===== config.mk =====
export PLATFORM = sky130hd
export DESIGN_NAME = cdb_rr_sched_flat
export DESIGN_NICKNAME = d
export VERILOG_FILES = /design/src/rtl/cdb_rr_sched_if.sv /design/src/rtl/cdb_rr_sched.sv /design/src/flat_wrapper.sv
export SDC_FILE = /design/constraint.sdc
export NUM_CORES = 1
export LEC_CHECK = 0
export ABC_AREA = 1
export BUFFER_PORTS_ARGS = -buffer_cell sky130_fd_sc_hd__buf_2
export CAP_MARGIN = 10
export CELL_PAD_IN_SITES_DETAIL_PLACEMENT = 0
export CELL_PAD_IN_SITES_GLOBAL_PLACEMENT = 1
export CORE_ASPECT_RATIO = 0.5
export CORE_UTILIZATION = 28
export DETAILED_ROUTE_END_ITERATION = 10
export PLACE_DENSITY = 0.71
export SYNTH_ARGS = -nofsm -noshare
export SYNTH_HDL_FRONTEND = slang
export SYNTH_SLANG_ARGS = --single-unit

===== constraint.sdc =====
create_clock -name clk -period 41.9 [get_ports clk]
set_clock_uncertainty 0.15 [all_clocks]
set_input_delay 12.57 -clock clk [delete_from_list [all_inputs] [get_ports clk]]
set_output_delay 12.57 -clock clk [all_outputs]
set_load 0.05 [all_outputs]

===== src/rtl/cdb_rr_sched_if.sv =====
// Bundle of the per-source result ports and the broadcast (CDB) port of cdb_rr_sched.
// The slave modport is the scheduler's view and the master modport is the view of the pipeline that drives it.
interface cdb_rr_sched_if #(
  parameter int TAG_W  = 6,
  parameter int DATA_W = 32,
  parameter int ID_W   = 5
);
  logic                flush;
  logic [3:0]          src_req;
  logic [3:0]          src_rdy;
  logic [4*TAG_W-1:0]  src_tag;
  logic [4*DATA_W-1:0] src_wdata;
  logic [4*ID_W-1:0]   src_inst_id;
  logic                cdb_wr;
  logic [TAG_W-1:0]    cdb_tag;
  logic [DATA_W-1:0]   cdb_wdata;
  logic [ID_W-1:0]     cdb_inst_id;
  logic [1:0]          cdb_src;
  logic                busy;

  modport master (
    output flush, src_req, src_tag, src_wdata, src_inst_id,
    input  src_rdy, cdb_wr, cdb_tag, cdb_wdata, cdb_inst_id, cdb_src, busy
  );

  modport slave (
    input  flush, src_req, src_tag, src_wdata, src_inst_id,
    output src_rdy, cdb_wr, cdb_tag, cdb_wdata, cdb_inst_id, cdb_src, busy
  );
endinterface


===== src/rtl/cdb_rr_sched.sv =====
// Four-source round-robin common-data-bus scheduler: one holding buffer per source,
// one registered broadcast per cycle, and flush / asynchronous reset discard everything buffered.
module cdb_rr_sched #(
  parameter int TAG_W  = 6,
  parameter int DATA_W = 32,
  parameter int ID_W   = 5
) (
  input  logic            clk,
  input  logic            rst,
  cdb_rr_sched_if.slave   bus
);
  logic [3:0]        w_valid;
  logic [3:0]        w_grant;
  logic [3:0]        w_rdy;
  logic [3:0]        w_load;
  logic              w_any;
  logic [1:0]        w_gnt_idx;
  logic [1:0]        w_idx;
  logic [TAG_W-1:0]  w_tag_arr   [4];
  logic [DATA_W-1:0] w_wdata_arr [4];
  logic [ID_W-1:0]   w_id_arr    [4];

  logic [1:0]        r_ptr;
  logic              r_cdb_wr;
  logic [TAG_W-1:0]  r_cdb_tag;
  logic [DATA_W-1:0] r_cdb_wdata;
  logic [ID_W-1:0]   r_cdb_inst_id;
  logic [1:0]        r_cdb_src;

  // A buffer that is granted this cycle accepts a new result in the same cycle.
  assign w_rdy = rst ? 4'b1111 : ((~w_valid | w_grant) & {4{~bus.flush}});

  genvar gi;
  generate
    for (gi = 0; gi < 4; gi++) begin : g_buf
      logic              r_valid;
      logic [TAG_W-1:0]  r_tag;
      logic [DATA_W-1:0] r_wdata;
      logic [ID_W-1:0]   r_inst_id;

      assign w_load[gi]      = bus.src_req[gi] & w_rdy[gi];
      assign w_valid[gi]     = r_valid;
      assign w_tag_arr[gi]   = r_tag;
      assign w_wdata_arr[gi] = r_wdata;
      assign w_id_arr[gi]    = r_inst_id;

      always_ff @(posedge clk or posedge rst) begin
        if (rst) begin
          r_valid   <= 1'b0;
          r_tag     <= '0;
          r_wdata   <= '0;
          r_inst_id <= '0;
        end else if (bus.flush) begin
          r_valid <= 1'b0;
        end else if (w_load[gi]) begin
          r_valid   <= 1'b1;
          r_tag     <= bus.src_tag[gi*TAG_W +: TAG_W];
          r_wdata   <= bus.src_wdata[gi*DATA_W +: DATA_W];
          r_inst_id <= bus.src_inst_id[gi*ID_W +: ID_W];
        end else if (w_grant[gi]) begin
          r_valid <= 1'b0;
        end
      end
    end
  endgenerate

  // Search upward from r_ptr (mod 4); the first valid buffer found wins.
  always_comb begin
    w_any     = 1'b0;
    w_gnt_idx = 2'd0;
    w_idx     = 2'd0;
    for (int k = 0; k < 4; k++) begin
      w_idx = r_ptr + 2'(k);
      if (!w_any && w_valid[w_idx]) begin
        w_any     = 1'b1;
        w_gnt_idx = w_idx;
      end
    end
    if (bus.flush) begin
      w_any = 1'b0;
    end
    w_grant = w_any ? (4'b0001 << w_gnt_idx) : 4'b0000;
  end

  always_ff @(posedge clk or posedge rst) begin
    if (rst) begin
      r_ptr         <= 2'd0;
      r_cdb_wr      <= 1'b0;
      r_cdb_tag     <= '0;
      r_cdb_wdata   <= '0;
      r_cdb_inst_id <= '0;
      r_cdb_src     <= 2'd0;
    end else if (w_any) begin
      r_ptr         <= w_gnt_idx + 2'd1;
      r_cdb_wr      <= 1'b1;
      r_cdb_tag     <= w_tag_arr[w_gnt_idx];
      r_cdb_wdata   <= w_wdata_arr[w_gnt_idx];
      r_cdb_inst_id <= w_id_arr[w_gnt_idx];
      r_cdb_src     <= w_gnt_idx;
    end else begin
      r_cdb_wr <= 1'b0;
    end
  end

  assign bus.src_rdy     = w_rdy;
  assign bus.busy        = |w_valid;
  assign bus.cdb_wr      = r_cdb_wr;
  assign bus.cdb_tag     = r_cdb_tag;
  assign bus.cdb_wdata   = r_cdb_wdata;
  assign bus.cdb_inst_id = r_cdb_inst_id;
  assign bus.cdb_src     = r_cdb_src;
endmodule


===== src/flat_wrapper.sv =====
// flat-port wrapper written by rule: the top's interface ports become plain ports
module cdb_rr_sched_flat 
#(
  parameter int TAG_W  = 6,
  parameter int DATA_W = 32,
  parameter int ID_W   = 5
)
  (clk, rst, bus_flush, bus_src_req, bus_src_tag, bus_src_wdata, bus_src_inst_id, bus_src_rdy, bus_cdb_wr, bus_cdb_tag, bus_cdb_wdata, bus_cdb_inst_id, bus_cdb_src, bus_busy);
  cdb_rr_sched_if #(.TAG_W(TAG_W), .DATA_W(DATA_W), .ID_W(ID_W)) bus_i ();
  input  logic clk;
  input  logic rst;
  input wire logic [$bits(bus_i.flush)-1:0] bus_flush;
  input wire logic [$bits(bus_i.src_req)-1:0] bus_src_req;
  input wire logic [$bits(bus_i.src_tag)-1:0] bus_src_tag;
  input wire logic [$bits(bus_i.src_wdata)-1:0] bus_src_wdata;
  input wire logic [$bits(bus_i.src_inst_id)-1:0] bus_src_inst_id;
  output wire logic [$bits(bus_i.src_rdy)-1:0] bus_src_rdy;
  output wire logic [$bits(bus_i.cdb_wr)-1:0] bus_cdb_wr;
  output wire logic [$bits(bus_i.cdb_tag)-1:0] bus_cdb_tag;
  output wire logic [$bits(bus_i.cdb_wdata)-1:0] bus_cdb_wdata;
  output wire logic [$bits(bus_i.cdb_inst_id)-1:0] bus_cdb_inst_id;
  output wire logic [$bits(bus_i.cdb_src)-1:0] bus_cdb_src;
  output wire logic [$bits(bus_i.busy)-1:0] bus_busy;
  assign bus_i.flush = bus_flush;
  assign bus_i.src_req = bus_src_req;
  assign bus_i.src_tag = bus_src_tag;
  assign bus_i.src_wdata = bus_src_wdata;
  assign bus_i.src_inst_id = bus_src_inst_id;
  assign bus_src_rdy = bus_i.src_rdy;
  assign bus_cdb_wr = bus_i.cdb_wr;
  assign bus_cdb_tag = bus_i.cdb_tag;
  assign bus_cdb_wdata = bus_i.cdb_wdata;
  assign bus_cdb_inst_id = bus_i.cdb_inst_id;
  assign bus_cdb_src = bus_i.cdb_src;
  assign bus_busy = bus_i.busy;
  cdb_rr_sched #(.TAG_W(TAG_W), .DATA_W(DATA_W), .ID_W(ID_W)) u_core (.clk(clk), .rst(rst), .bus(bus_i));
endmodule

# ---- After elaboration in Yosys (flattened, before gate mapping)
# Cells that the tools add are included.
dict set report word_totals {
  reg_bits 224
  word_cells 97
}
dict set report op_classes {
  add_sub_neg 4
  n_lt_le_gt_ge 5
  shifts 1
  n_mux 41
  n_bitwise 9
  n_reduce_logical 15
}
# cell n
set op_table {}
lappend op_table {{binary-select mux 32 bit (select 2 bit)} 1}
lappend op_table {{two-way mux 32 bit} 2}
lappend op_table {{two-way mux 1 bit} 22}
lappend op_table {{binary-select mux 6 bit (select 2 bit)} 1}
lappend op_table {{< comparator 2 x 3 -> 1 bit, second input constant} 4}
lappend op_table {{two-way mux 6 bit} 2}
lappend op_table {{nonzero test 3 bit} 4}
lappend op_table {{binary-select mux 5 bit (select 2 bit)} 1}
lappend op_table {{two-way mux 5 bit} 2}
lappend op_table {{binary-select mux 1 bit (select 2 bit)} 4}
lappend op_table {{two-way mux 2 bit} 4}
lappend op_table {{two-way mux 4 bit} 2}
lappend op_table {{AND reduction 2 bit} 4}
lappend op_table {{adder 2 x 1 -> 2 bit, second input constant} 2}
lappend op_table {{adder 2 bit, second input constant} 2}
lappend op_table {{bitwise AND 1 bit} 4}
lappend op_table {{bitwise AND 4 bit} 1}
lappend op_table {{NOT 4 bit} 1}
lappend op_table {{OR 4 bit} 1}
lappend op_table {{OR reduction 4 bit} 1}
lappend op_table {{left shift 1 x 2 -> 4 bit, first input constant} 1}
lappend op_table {{>= comparator 3 bit, second input constant} 1}
lappend op_table {{logical AND 1 bit} 3}
lappend op_table {{logical NOT 1 bit} 3}
lappend op_table {{2 further kinds} 2}

# ---- Depth between registers and ports, before layout
# Gate-level depths: netlist of the first run.
dict set report depth {
  ltp_word 20
  ltp_mapped 19
  mapped_depth_nobuf 17
}

# ---- Worst setup path after synthesis of the first run
# OpenSTA, ideal clock, no wires.
dict set report synth_timing {
  path_kind {input to output}
  startpoint {input rst}
  endpoint {output bus_src_rdy[3]}
  arrival_time_ns 19.583
  setup_slack_ns 9.597
  cell_stages 3
  cell_sequence {clkinv_1 nand2_2 buf_4}
}
dict set report synth_via {
  elab_chain_cells 1
}
# element line_no
set synth_rtl {}
lappend synth_rtl {{start, declared} flat_wrapper.sv:11} ;# input logic rst;
lappend synth_rtl {{two-way mux 4 bit} cdb_rr_sched.sv:31} ;# assign w_rdy = rst ? 4'b1111 : ((~w_valid | w_grant) & {4{~bus.flush}});
lappend synth_rtl {{end, declared} flat_wrapper.sv:17} ;# output wire logic [$bits(bus_i.src_rdy)-1:0] bus_src_rdy;
# No other way between the ends.

# ---- Worst setup path in the final report of the first run
dict set report layout_timing {
  startpoint {input rst}
  endpoint {output bus_src_rdy[1]}
}
# Same word-level chain as after synthesis.

==> results of run 1 <==
layout make-up:
type	instances	area (sq um)
clock buffer	34	679
fill	3783	22700
antenna	9	22.5
multi-input combinational	938	4060
clock inverter	10	130
sequential	224	5610
inverter	19	81.3
timing repair buffer	241	1240
tap	475	594
power breakdown:
part           switching [uW]  internal [uW]
Sequential               30.7            269
Combinational             269           93.1
Clock                    91.0            132
Total                     391            494
cell families (layout without fill, tap and decap cells):
family	after synthesis	in the layout	synth area share
flops	224	224	0.552
simple gates	926	926	0.389
buf+inv	98	304	0.0515
other cells	0	9	0
compound gates	12	12	0.00703
worst register-to-register path, cell delays in order, from the launching register on:
cell and delay (ns):
dfrtp_1 0.35, inv_1 0.10, nand4_1 0.19, inv_1 0.13, nor2_4 0.08, buf_4 0.55
nand3_1 0.20, nand2_1 0.12, nand2_1 0.07, nand2_2 0.12, buf_4 0.55, nand2_2 0.86
nand2_1 0.27, nand2_1 0.07
worst min path at each step:
stage	from	to
finish	u_core.g_buf[2].r_wdata[14]	u_core.g_buf[2].r_wdata[14]
CTS	u_core.g_buf[2].r_wdata[16]	u_core.g_buf[2].r_wdata[16]
global route	u_core.g_buf[1].r_wdata[5]	u_core.g_buf[1].r_wdata[5]
floorplan	u_core.g_buf[1].r_inst_id[0]	u_core.g_buf[1].r_inst_id[0]
global placement	u_core.g_buf[3].r_inst_id[3]	u_core.g_buf[3].r_inst_id[3]
detailed placement	u_core.g_buf[2].r_wdata[16]	u_core.g_buf[2].r_wdata[16]
registers in the layout, indices dropped and copies added (netlist names):
signal	count
u_core.bus.cdb_inst_id	5
u_core.g_buf.r_valid	4
u_core.g_buf.r_wdata	128
u_core.bus.cdb_wr	1
u_core.bus.cdb_wdata	32
u_core.bus.cdb_src	2
u_core.g_buf.r_inst_id	20
u_core.bus.cdb_tag	6
u_core.r_ptr	2
u_core.g_buf.r_tag	24
layout by cell type, fill, tap and decap left out, drive strengths merged:
cell	count
a21boi	1
a21oi	4
buf	241
bufinv	3
clkbuf	34
clkinv	6
clkinvlp	2
dfrtp	224
diode	9
inv	18
nand2	647
nand3	224
nand4	46
nor2	9
o211ai	1
o21a	1
o21ai	5
metrics by stage:
| stage | worst slack (ns) | utilization |
|---|---|---|
| final | 14.31 | 0.354 |
| after global routing | 14.04 | 0.354 |
| after CTS | 14.18 | 0.353 |
| after detailed placement | 14.18 | 0.330 |
| after global placement | 14.20 | 0.330 |
| after floorplan | 9.60 | - |
metal layers:
| layer | GRT usage | up-vias | routed length [um] |
|---|---|---|---|
| met1 | 0.266 | 4552 | 16500 |
| li1 | - | 4454 | - |
| met5 | 0 | - | 0 |
| met2 | 0.313 | 201 | 17100 |
| met4 | 0.0746 | 0 | 1050 |
| met3 | 0.0267 | 59 | 1350 |
==> summary.md, run 1 <==
| Metric | Value |
|---|---|
| Arrival @ worst endpoint | `about 15 ns` |
| Die Wd | `roughly 270 um` |
| Status | `finished, final reports clean` |
| Dpl cells | `~1900` |
| Total grt overflow | `0` |
| Final Cell Area | `12400 sq um` |
| Max IR drop VDD | `0.0304 mV` |
| Crit-path max FO | `about 120` |
| Final Critical Period | `between 20 and 30 ns` |
| Post-CTS Hold Buffers | `0` |
| Row cnt | `48` |
| Relative slew slack | `0.230` |
| Fin Hold WS | `~0.32 ns` |
| Post-synth EDFFs | `0` |
| #FFs+latches synth | `224` |
| Post-synth cell types | `27` |
| WP depth | `5` |
| Max stage delay on crit path | `~0.61 ns` |
| Synthesis Warnings | `0` |
| Endpoints failing setup | `0` |
| Post-DRT Antenna Nets | `0` |
| Post-synth top cells | `637 x nand2_1, 224 x dfrtp_1, 222 x nand3_1` |
| Placed cell areas | `roughly 12000 sq um` |
| Die Y | `137 um` |
| DR DRC count | `0` |
| H-Tree Depth | `1` |
| Vias | `roughly 9300` |
| Post-synthesis sequential area ratio | `0.552` |
| DRT iter0 DRCs | `801` |
| Synth top area share | `0.552` |
| Largest net degree at the start of global routing | `between 100 and 150` |
| # IOs | `230` |
| RSZ-0062 raised after global routing | `false` |
| Critical Path End Type | `primary output` |
| CP dominant cell by count | `buf_2` |
| GPL Wtd Cong | `roughly 0.86` |
| Mapped cell area | `about 10000 sq um` |
| Fraction of layout cells with a size suffix above 1 | `0.207` |
| Cells on Worst Hold Path | `2` |
| Layout area overhead | `22.3%` |
| First-pass GRT wire length | `~55000 um` |
| CTS Buf Count | `24` |
| Startpoint Class | `primary input` |
| Cell leakage power | `~0.0066 uW` |
| Mean Syn Cell Area | `a little over 8 sq um` |
| CTS resizes | `0` |
| CTS tree | `done` |
| Buf/Inv on CP | `4` |
| First drt pass iteration count | `5` |
| Top cells by area, synth | `dfrtp_1 55%, nand2_1 24%, nand3_1 11%, nand4_1 2.8%, buf_4 1.2%` |
| Fmax | `36.2 MHz` |
| Cell family with most CP delay | `buffers and inverters` |
| Count leader, synth | `nand2_1` |
| Hold Crit Class | `flop to flop` |
| Nets | `1627` |
| Die ar. | `37100 sq um` |
| Root buffer cell | `clkbuf_16` |
| Initial antenna violation count | `9` |
| Hpwl dp | `about 23000 um` |
| Reg-to-reg critical path startpoint | `u_core.g_buf[1].r_valid` |
| Worst flop-to-flop path endpoint | `u_core.g_buf[2].r_wdata[30]` |
| Vias in the first global route | `~9100` |
| Input/output buffers | `229` |
| Routed WL per cell | `between 15 and 20 um` |
| Max cap viols | `0` |
| Synth Flop Type | `dfrtp_1` |
| Cells after Synth | `~1300` |
| Synth Net Count | `approximately 1400` |
| Pwr/cell area | `71.3 nW/um^2` |
| Leading area contributor after synthesis | `dfrtp_1` |
| Clock buffer depth | `3` |
| Pins Over Slew Limit | `0` |
| Worst-case reg-to-reg path depth | `13` |
| Crit Path Class | `primary input to primary output` |
| CP endpoint | `bus_src_rdy[1]` |
| Core region area | `35100 sq um` |
| Routed wire length | `about 36000 um` |
| Synth async-reset ratio | `1.00` |
| Starting Density | `0.289` |
| Final hold vios | `0` |
| Reg clk slew, reported paths | `around 0.060 ns` |
| Clock sinks | `~220` |
| Tcrit/Tclk final | `0.659` |
| Gr usage total | `0.194` |
| Least-Margin Pin Slew | `1.15 ns` |
| Fin cells | `a little under 2000` |
| Worst Setup SP | `rst` |
| CP Cell Sequence | `buf_2, inv_8, buf_4, nand2_4, buf_2` |
| Tot Pwr | `between 800 and 900 uW` |
| Worst-Skew Late Latency | `approximately 0.53 ns` |
| Post-CTS setup buffer count | `0` |
| Crit path required time | `between 20 and 30 ns` |
| Setup TNS Final | `0 ns` |
| FF-to-FF setup slack | `37.97 ns` |
| Worst path slowest cell | `buf_4` |
| Via-to-Cell Ratio | `between 4 and 5` |
Power figures use the tool's default switching activity.
==> run 2, diff against run 1 <==
- ABC_AREA: 1 -> 0
- PLACE_DENSITY: 0.71 -> 0.67
- clock period: 41.9 -> 27.1 ns (I/O delays scaled with it)
==> summary.md, run 2 <==
| Metric | Value |
|---|---|
| Status | `finished, final reports clean` |
| Crit-path max FO | `101 (-17%)` |
| Final hold vios | `0 (unchanged)` |
| Die ar. | `34500 sq um (-6.9%)` |
| Reg-to-reg critical path startpoint | `u_core.r_ptr[1]` |
| Hold Crit Class | `flop to flop` |
| Vias | `6594 (-29%)` |
| Nets | `1083 (-33%)` |
| Synth Flop Type | `dfrtp_1` |
| Pwr/cell area | `89.0 nW/um^2 (+25%)` |
| DR DRC count | `0 (unchanged)` |
| Fin Hold WS | `0.338 ns (+0.0181 ns)` |
| Top cells by area, synth | `dfrtp_1 59%, mux2_1 16%, mux2_4 6.4%, a222oi_1 4.6%, a31oi_1 2.9%` |
| Fin util | `0.355 (+0.000641)` |
| Cell leakage power | `0.00521 uW (-22%)` |
| Max stage delay on crit path | `0.44 ns (-0.17 ns)` |
| Tcrit/Tclk final | `0.648` |
| Crit path required time | `18.82 ns (-10.36 ns)` |
| Relative slew slack | `0.256 (+0.0254)` |
| Routed WL per cell | `20.5 um (+11%)` |
| Max FFs per register | `128 (unchanged)` |
| CTS Buf Count | `23 (-4.2%)` |
| Total grt overflow | `0 (unchanged)` |
| Die Wd | `262 um (-3.5%)` |
| Endpoints failing setup | `0 (unchanged)` |
| Via-to-Cell Ratio | `4.82 (+1.4%)` |
| CP dominant cell by count | `buf_2` |
| Leading area contributor after synthesis | `dfrtp_1` |
| Fraction of layout cells with a size suffix above 1 | `0.360 (+0.152)` |
| Worst-case reg-to-reg path depth | `6 (-7)` |
| CP Cell Sequence | `buf_2, inv_8, o21ai_0, buf_2` |
| Synth Area in Compound Gates | `0.0954 (+0.0883)` |
| Clock buffer depth | `3 (unchanged)` |
| Critical Path End Type | `primary output` |
| Post-synthesis mux area share | `0.222 (+0.222)` |
| CTS resizes | `0 (unchanged)` |
| Synth top area share | `0.593 (+0.0412)` |
| Worst flop-to-flop path endpoint | `u_core.g_buf[3].r_wdata[26]` |
| First drt pass iteration count | `8 (+3)` |
| Fmax | `around 57 MHz` |
| Least-Margin Pin Slew | `1.12 ns (-0.0341 ns)` |
| Final setup margin | `9.54 ns (-4.77 ns)` |
| Largest family of logic cells by synthesized area | `multiplexers` |
| Setup TNS Final | `0 ns (unchanged)` |
| Startpoint Class | `primary input` |
| Synth Net Count | `872 (-39%)` |
| Root buffer cell | `clkbuf_16` |
| #FFs+latches synth | `224 (unchanged)` |
| Post-synth cell types | `37 (+37%)` |
| Synthesis Warnings | `0 (unchanged)` |
| Fraction of the mapped netlist area in adder cells | `0 (unchanged)` |
| Cells on Worst Hold Path | `1 (-1)` |
| Post-CTS setup buffer count | `0 (unchanged)` |
| Clock sinks | `224 (unchanged)` |
| Synth Area in XOR/XNOR | `0 (unchanged)` |
| # IOs | `230 (unchanged)` |
| Mean Syn Cell Area | `13.6 sq um (+69%)` |
| Pre-CTS setup slack | `9.44 ns (-4.75 ns)` |
| Final Critical Period | `approximately 18 ns` |
| Max cap viols | `0 (unchanged)` |
| Final Cell Area | `11700 sq um (-5.4%)` |
| Arrival @ worst endpoint | `9.28 ns (-5.59 ns)` |
| Vias in the first global route | `7022 (-23%)` |
| Post-CTS Hold Buffers | `0 (unchanged)` |
| CTS tree | `done` |
| Post-DRT Antenna Nets | `0 (unchanged)` |
| Cells after Synth | `693 (-45%)` |
| Layout area overhead | `24.3%` |
| Post-synthesis sequential area ratio | `0.593 (+0.0412)` |
| Placed cell areas | `10900 sq um (-5.5%)` |
| Synth async-reset ratio | `1.00 (unchanged)` |
| Max IR drop VDD | `0.0378 mV (+25%)` |
| Crit Path Class | `primary input to primary output` |
| Input/output buffers | `229 (unchanged)` |
| FF-to-FF setup slack | `24.09 ns (-13.88 ns)` |
| Post-synth EDFFs | `0 (unchanged)` |
| Count leader, synth | `dfrtp_1` |
| Most common cell after layout, fill and taps aside | `buf_2` |
| Row cnt | `47 (-2.1%)` |
| Worst Hold Launch | `u_core.g_buf[3].r_tag[2]` |
| Core region area | `33100 sq um (-5.6%)` |
| Largest net degree at the start of global routing | `102 (-17%)` |
| FF+latch area | `5610 sq um (unchanged)` |
| Reg clk slew, reported paths | `0.06 ns (about the same)` |
| Hold endpoint | `u_core.g_buf[3].r_tag[2]` |
| Worst path slowest cell | `inv_8` |
| Initial antenna violation count | `8 (-1)` |
| Hpwl dp | `18100 um (-22%)` |
| H-Tree Depth | `1 (unchanged)` |
| First-pass GRT wire length | `43200 um (-21%)` |
| Routed wire length | `28000 um (-22%)` |
| Die Y | `132 um (-3.5%)` |
| GPL Wtd Cong | `0.741 (-14%)` |
| Mapped cell area | `9450 sq um (-6.9%)` |
| DRT iter0 DRCs | `528 (-34%)` |
| Gr usage total | `0.163 (-0.0313)` |
| Simple-gate area share of the yosys netlist | `0.0522 (-0.337)` |
| Fillers | `3252 (-14%)` |
| Post-synth top cells | `224 x dfrtp_1, 132 x mux2_1, 55 x nor2_1` |
| RSZ-0062 raised after global routing | `false` |
| Largest register by flop count | `u_core.g_buf.r_wdata` |
| Starting Density | `0.285 (-0.00409)` |
| Pins Over Slew Limit | `0 (unchanged)` |
| Most frequent cells in the layout | `229 x buf_2, 224 x dfrtp_1, 132 x mux2_1, 53 x nor2_1, 51 x nand2_1` |
| Area of the multi-input gates | `3530 sq um (-13%)` |
| Worst-Skew Late Latency | `0.51 ns (-0.02 ns)` |
[run 2: cell types whose count changed after synthesis, sizes merged, moves of 3 or more]
cell | previous run | this run
inv | 17 | 7
nand2b | 0 | 3
nand4 | 46 | 0
nor2b | 0 | 3
nor2 | 9 | 55
a21oi | 4 | 7
nand2 | 647 | 51
nand3 | 224 | 2
clkbuf | 29 | 18
a31oi | 0 | 44
buf | 50 | 35
a222oi | 0 | 43
mux2 | 0 | 172
o21ai | 5 | 8
[run 2: critical path: cells and delay by family]
family,cells,cell delay (ns)
AOI/OAI and AO/OA,1,0.18
buffers and inverters,3,0.85
[run 2: final cells by class]
class	count	area share
tap	441	0.0470
timing repair buffer	239	0.104
antenna	7	0.00149
clock inverter	7	0.00757
inverter	7	0.00288
multi-input combinational	409	0.301
sequential	224	0.478
clock buffer	34	0.0585
[run 2: worst max path at each step]
stage / start / to / slack [ns] / cells after the start
4_1_cts: rst / bus_src_rdy[2] / 9.44 / 4
6_report: rst / bus_src_rdy[3] / 9.54 / 4
5_1_grt: rst / bus_src_rdy[3] / 9.37 / 4
3_3_place_gp: rst / bus_src_rdy[3] / 9.54 / 4
3_5_place_dp: rst / bus_src_rdy[2] / 9.44 / 4
2_1_floorplan: rst / bus_src_rdy[2] / 6.36 / 2
[run 2: metal layers]
layer / GRT usage / vias up / wire length (um)
li1: - / 2978 / -
met1: 0.216 / 3435 / 12200
met2: 0.275 / 139 / 14200
met3: 0.0200 / 40 / 978
met4: 0.0526 / 2 / 600
met5: 0 / - / 13
[run 2: report_power, final]
part / total, uW / switching, uW / internal [uW] / leakage [uW]
Combinational: 272 / 177 / 95.0 / 0.00221
Clock: 327 / 133 / 194 / 0.000387
Sequential: 445 / 41.2 / 403 / 0.00261
Total: 1040 / 352 / 693 / 0.00521
[run 2: cells by family after synthesis]
family          after synthesis
compound gates              116
buf+inv                      60
flops                       224
mux                         173
simple gates                120
[run 2: metrics by stage]
step | total power, uW | std cells
2_1_floorplan | 643 | 693
3_3_place_gp | 717 | 1320
3_5_place_dp | 726 | 1320
4_1_cts | 1060 | 1361
5_1_grt | 1100 | 1368
6_report | 1040 | 1368
==> run 3, diff against run 2 <==
- ABC_AREA: 0 -> 1
- PLACE_DENSITY: 0.67 -> 0.71
- clock period: 27.1 -> 17.1 ns (I/O delays scaled with it)
==> summary.md, run 3 (synthesized netlist as in run 1, its figures left out) <==
| Metric | Value |
|---|---|
| CTS tree | `done` |
| Buf/Inv on CP | `3 (unchanged)` |
| Cells on Worst Hold Path | `2 (+1)` |
| Fraction of layout cells with a size suffix above 1 | `0.208 (-0.152)` |
| DR DRC count | `0 (unchanged)` |
| Crit-path max FO | `45 (-55%)` |
| Comb power frac | `0.414 (+0.153)` |
| Critical Path End Type | `primary output` |
| Hold Crit Class | `flop to flop` |
| Die ar. | `37100 sq um (+7.4%)` |
| Fmax | `just over 80 MHz` |
| DRT iter0 DRCs | `819 (+55%)` |
| Die Y | `137 um (+3.6%)` |
| Cell family with most CP delay | `buffers and inverters` |
| Startpoint Class | `primary input` |
| Internal | `1180 uW (+71%)` |
| Tot Pwr | `2130 uW (+100%)` |
| Endpoints failing setup | `0 (unchanged)` |
| Vias | `9215 (+40%)` |
| Fin Hold WS | `0.319 ns (-0.0186 ns)` |
| Layout area overhead | `21.8%` |
| Reg-to-reg critical path startpoint | `u_core.r_ptr[0]` |
| Row cnt | `48 (+2.1%)` |
| Relative slew slack | `0.308 (+0.0522)` |
| Vias in the first global route | `9037 (+29%)` |
| Core region area | `35100 sq um (+5.9%)` |
| Input/output buffers | `229 (unchanged)` |
| Fin cells | `1947 (+42%)` |
| Die Wd | `271 um (+3.6%)` |
| Least-Margin Pin Slew | `1.03 ns (-0.0819 ns)` |
| Root buffer cell | `clkbuf_16` |
| Largest net degree at the start of global routing | `97 (-4.9%)` |
| Worst-case reg-to-reg path depth | `14 (+8)` |
| Max FFs per register | `128 (unchanged)` |
| Worst flop-to-flop path endpoint | `u_core.g_buf[1].r_wdata[22]` |
| FF-to-FF setup slack | `13.47 ns (-10.62 ns)` |
| Post-CTS setup buffer count | `0 (unchanged)` |
| Hpwl dp | `23200 um (+29%)` |
| H-Tree Depth | `1 (unchanged)` |
| Setup TNS Final | `0 ns (unchanged)` |
| Max stage delay on crit path | `0.48 ns (+0.04 ns)` |
| Gr usage total | `0.193 (+0.0303)` |
| Hold endpoint | `u_core.g_buf[1].r_wdata[16]` |
| Worst-Skew Late Latency | `0.52 ns (about the same)` |
| Switching Share | `0.444 (+0.107)` |
| Final Critical Period | `between 10 and 15 ns` |
| Post-DRT Antenna Nets | `0 (unchanged)` |
| Routed wire length | `35700 um (+27%)` |
| Post-CTS Hold Buffers | `0 (unchanged)` |
| Status | `finished, final reports clean` |
| Flop pwr share | `0.345 (-0.081)` |
| Arrival @ worst endpoint | `7.02 ns (-2.26 ns)` |
| Nets | `1626 (+50%)` |
| Starting Density | `0.289 (+0.00409)` |
| Crit Path Class | `primary input to primary output` |
| Pwr/cell area | `172 nW/um^2 (+94%)` |
| Pins Over Slew Limit | `0 (unchanged)` |
| Largest register by flop count | `u_core.g_buf.r_wdata` |
| RSZ-0062 raised after global routing | `false` |
| Routed WL per cell | `18.3 um (-11%)` |
| Final hold vios | `0 (unchanged)` |
| GPL Wtd Cong | `0.842 (+14%)` |
| Most common cell after layout, fill and taps aside | `nand2_1` |
| Reg clk slew, reported paths | `0.06 ns (about the same)` |
| Worst Hold Launch | `u_core.g_buf[1].r_wdata[16]` |
| CTS Buf Count | `23 (unchanged)` |
| CTS resizes | `0 (unchanged)` |
| Total grt overflow | `0 (unchanged)` |
| First-pass GRT wire length | `54600 um (+26%)` |
| CP Cell Sequence | `buf_2, nor2_4, nand3_1, nand2_1, nand2_1, nand2_2, buf_4, buf_2` |
| Max cap viols | `0 (unchanged)` |
| Dpl cells | `1897 (+44%)` |
| Crit path required time | `11.82 ns (-7.00 ns)` |
| Most frequent cells in the layout | `637 x nand2_1, 229 x buf_2, 224 x dfrtp_1, 222 x nand3_1, 46 x nand4_1` |
| Fin util | `0.352 (-0.00207)` |
| Clock sinks | `224 (unchanged)` |
| Tcrit/Tclk final | `0.719` |
| Initial antenna violation count | `9 (+1)` |
| Worst path slowest cell | `buf_4` |
| Max IR drop VDD | `0.0822 mV (+120%)` |
| Cell leakage power | `0.00663 uW (+27%)` |
| Clock power share | `0.241 (-0.073)` |
| First drt pass iteration count | `7 (-1)` |
| Clock buffer depth | `3 (unchanged)` |
| Net switching power | `945 uW (+170%)` |
| Via-to-Cell Ratio | `4.73 (-1.8%)` |
| # IOs | `230 (unchanged)` |
run 3: cell count changes in the layout (fill, tap and decap cells not counted), moves of 44 or more:
cell     delta
nor2_1     -51
nand4_1    +46
a31oi_1    -44
nand3_1   +221
nand2_1   +586
mux2_1    -132
run 3: final cells by class:
class	count	area [sq um]
clock buffer	35	701
multi-input combinational	938	4060
antenna	9	22.5
tap	475	594
sequential	224	5610
fill	3752	22700
inverter	19	81.3
timing repair buffer	241	1240
clock inverter	6	58.8
run 3: routing by layer:
metal | vias to the layer above | share of wire | GRT usage
li1 | 4450 | - | -
met1 | 4512 | 0.47 | 0.270
met2 | 207 | 0.47 | 0.311
met3 | 46 | 0.034 | 0.0235
met4 | 0 | 0.024 | 0.0627
met5 | - | 0 | 0
run 3: per-stage QoR:
stage          cell area (sq um)  setup slack (ns)
2_1_floorplan              10200              3.01
3_3_place_gp               11600              4.86
3_5_place_dp               11600              4.81
4_1_cts                    12300              4.81
5_1_grt                    12400              4.67
6_report                   12400              4.80
run 3: power by group through the flow:
stage | clock network (uW) | logic, uW | registers (uW)
floorplan | 0 | 502 | 870
global placement | 0 | 890 | 741
detailed placement | 0 | 893 | 740
CTS | 522 | 895 | 733
global route | 543 | 975 | 749
finish | 513 | 882 | 734
run 3: how the worst max path moves through the flow:
stage | startpoint | to | slack, ns | cells after the start
4_1_cts | bus_flush | bus_src_rdy[2] | 4.81 | 8
6_report | bus_flush | bus_src_rdy[2] | 4.80 | 8
3_3_place_gp | bus_flush | bus_src_rdy[2] | 4.86 | 8
5_1_grt | bus_flush | bus_src_rdy[2] | 4.67 | 8
3_5_place_dp | bus_flush | bus_src_rdy[2] | 4.81 | 8
2_1_floorplan | rst | bus_src_rdy[2] | 3.01 | 3
run 3: tightest hold or removal path, cell delays in order, from the launching register on:
cell     delay [ns]
dfrtp_1        0.34
nand2_1        0.05
nand2_1        0.05
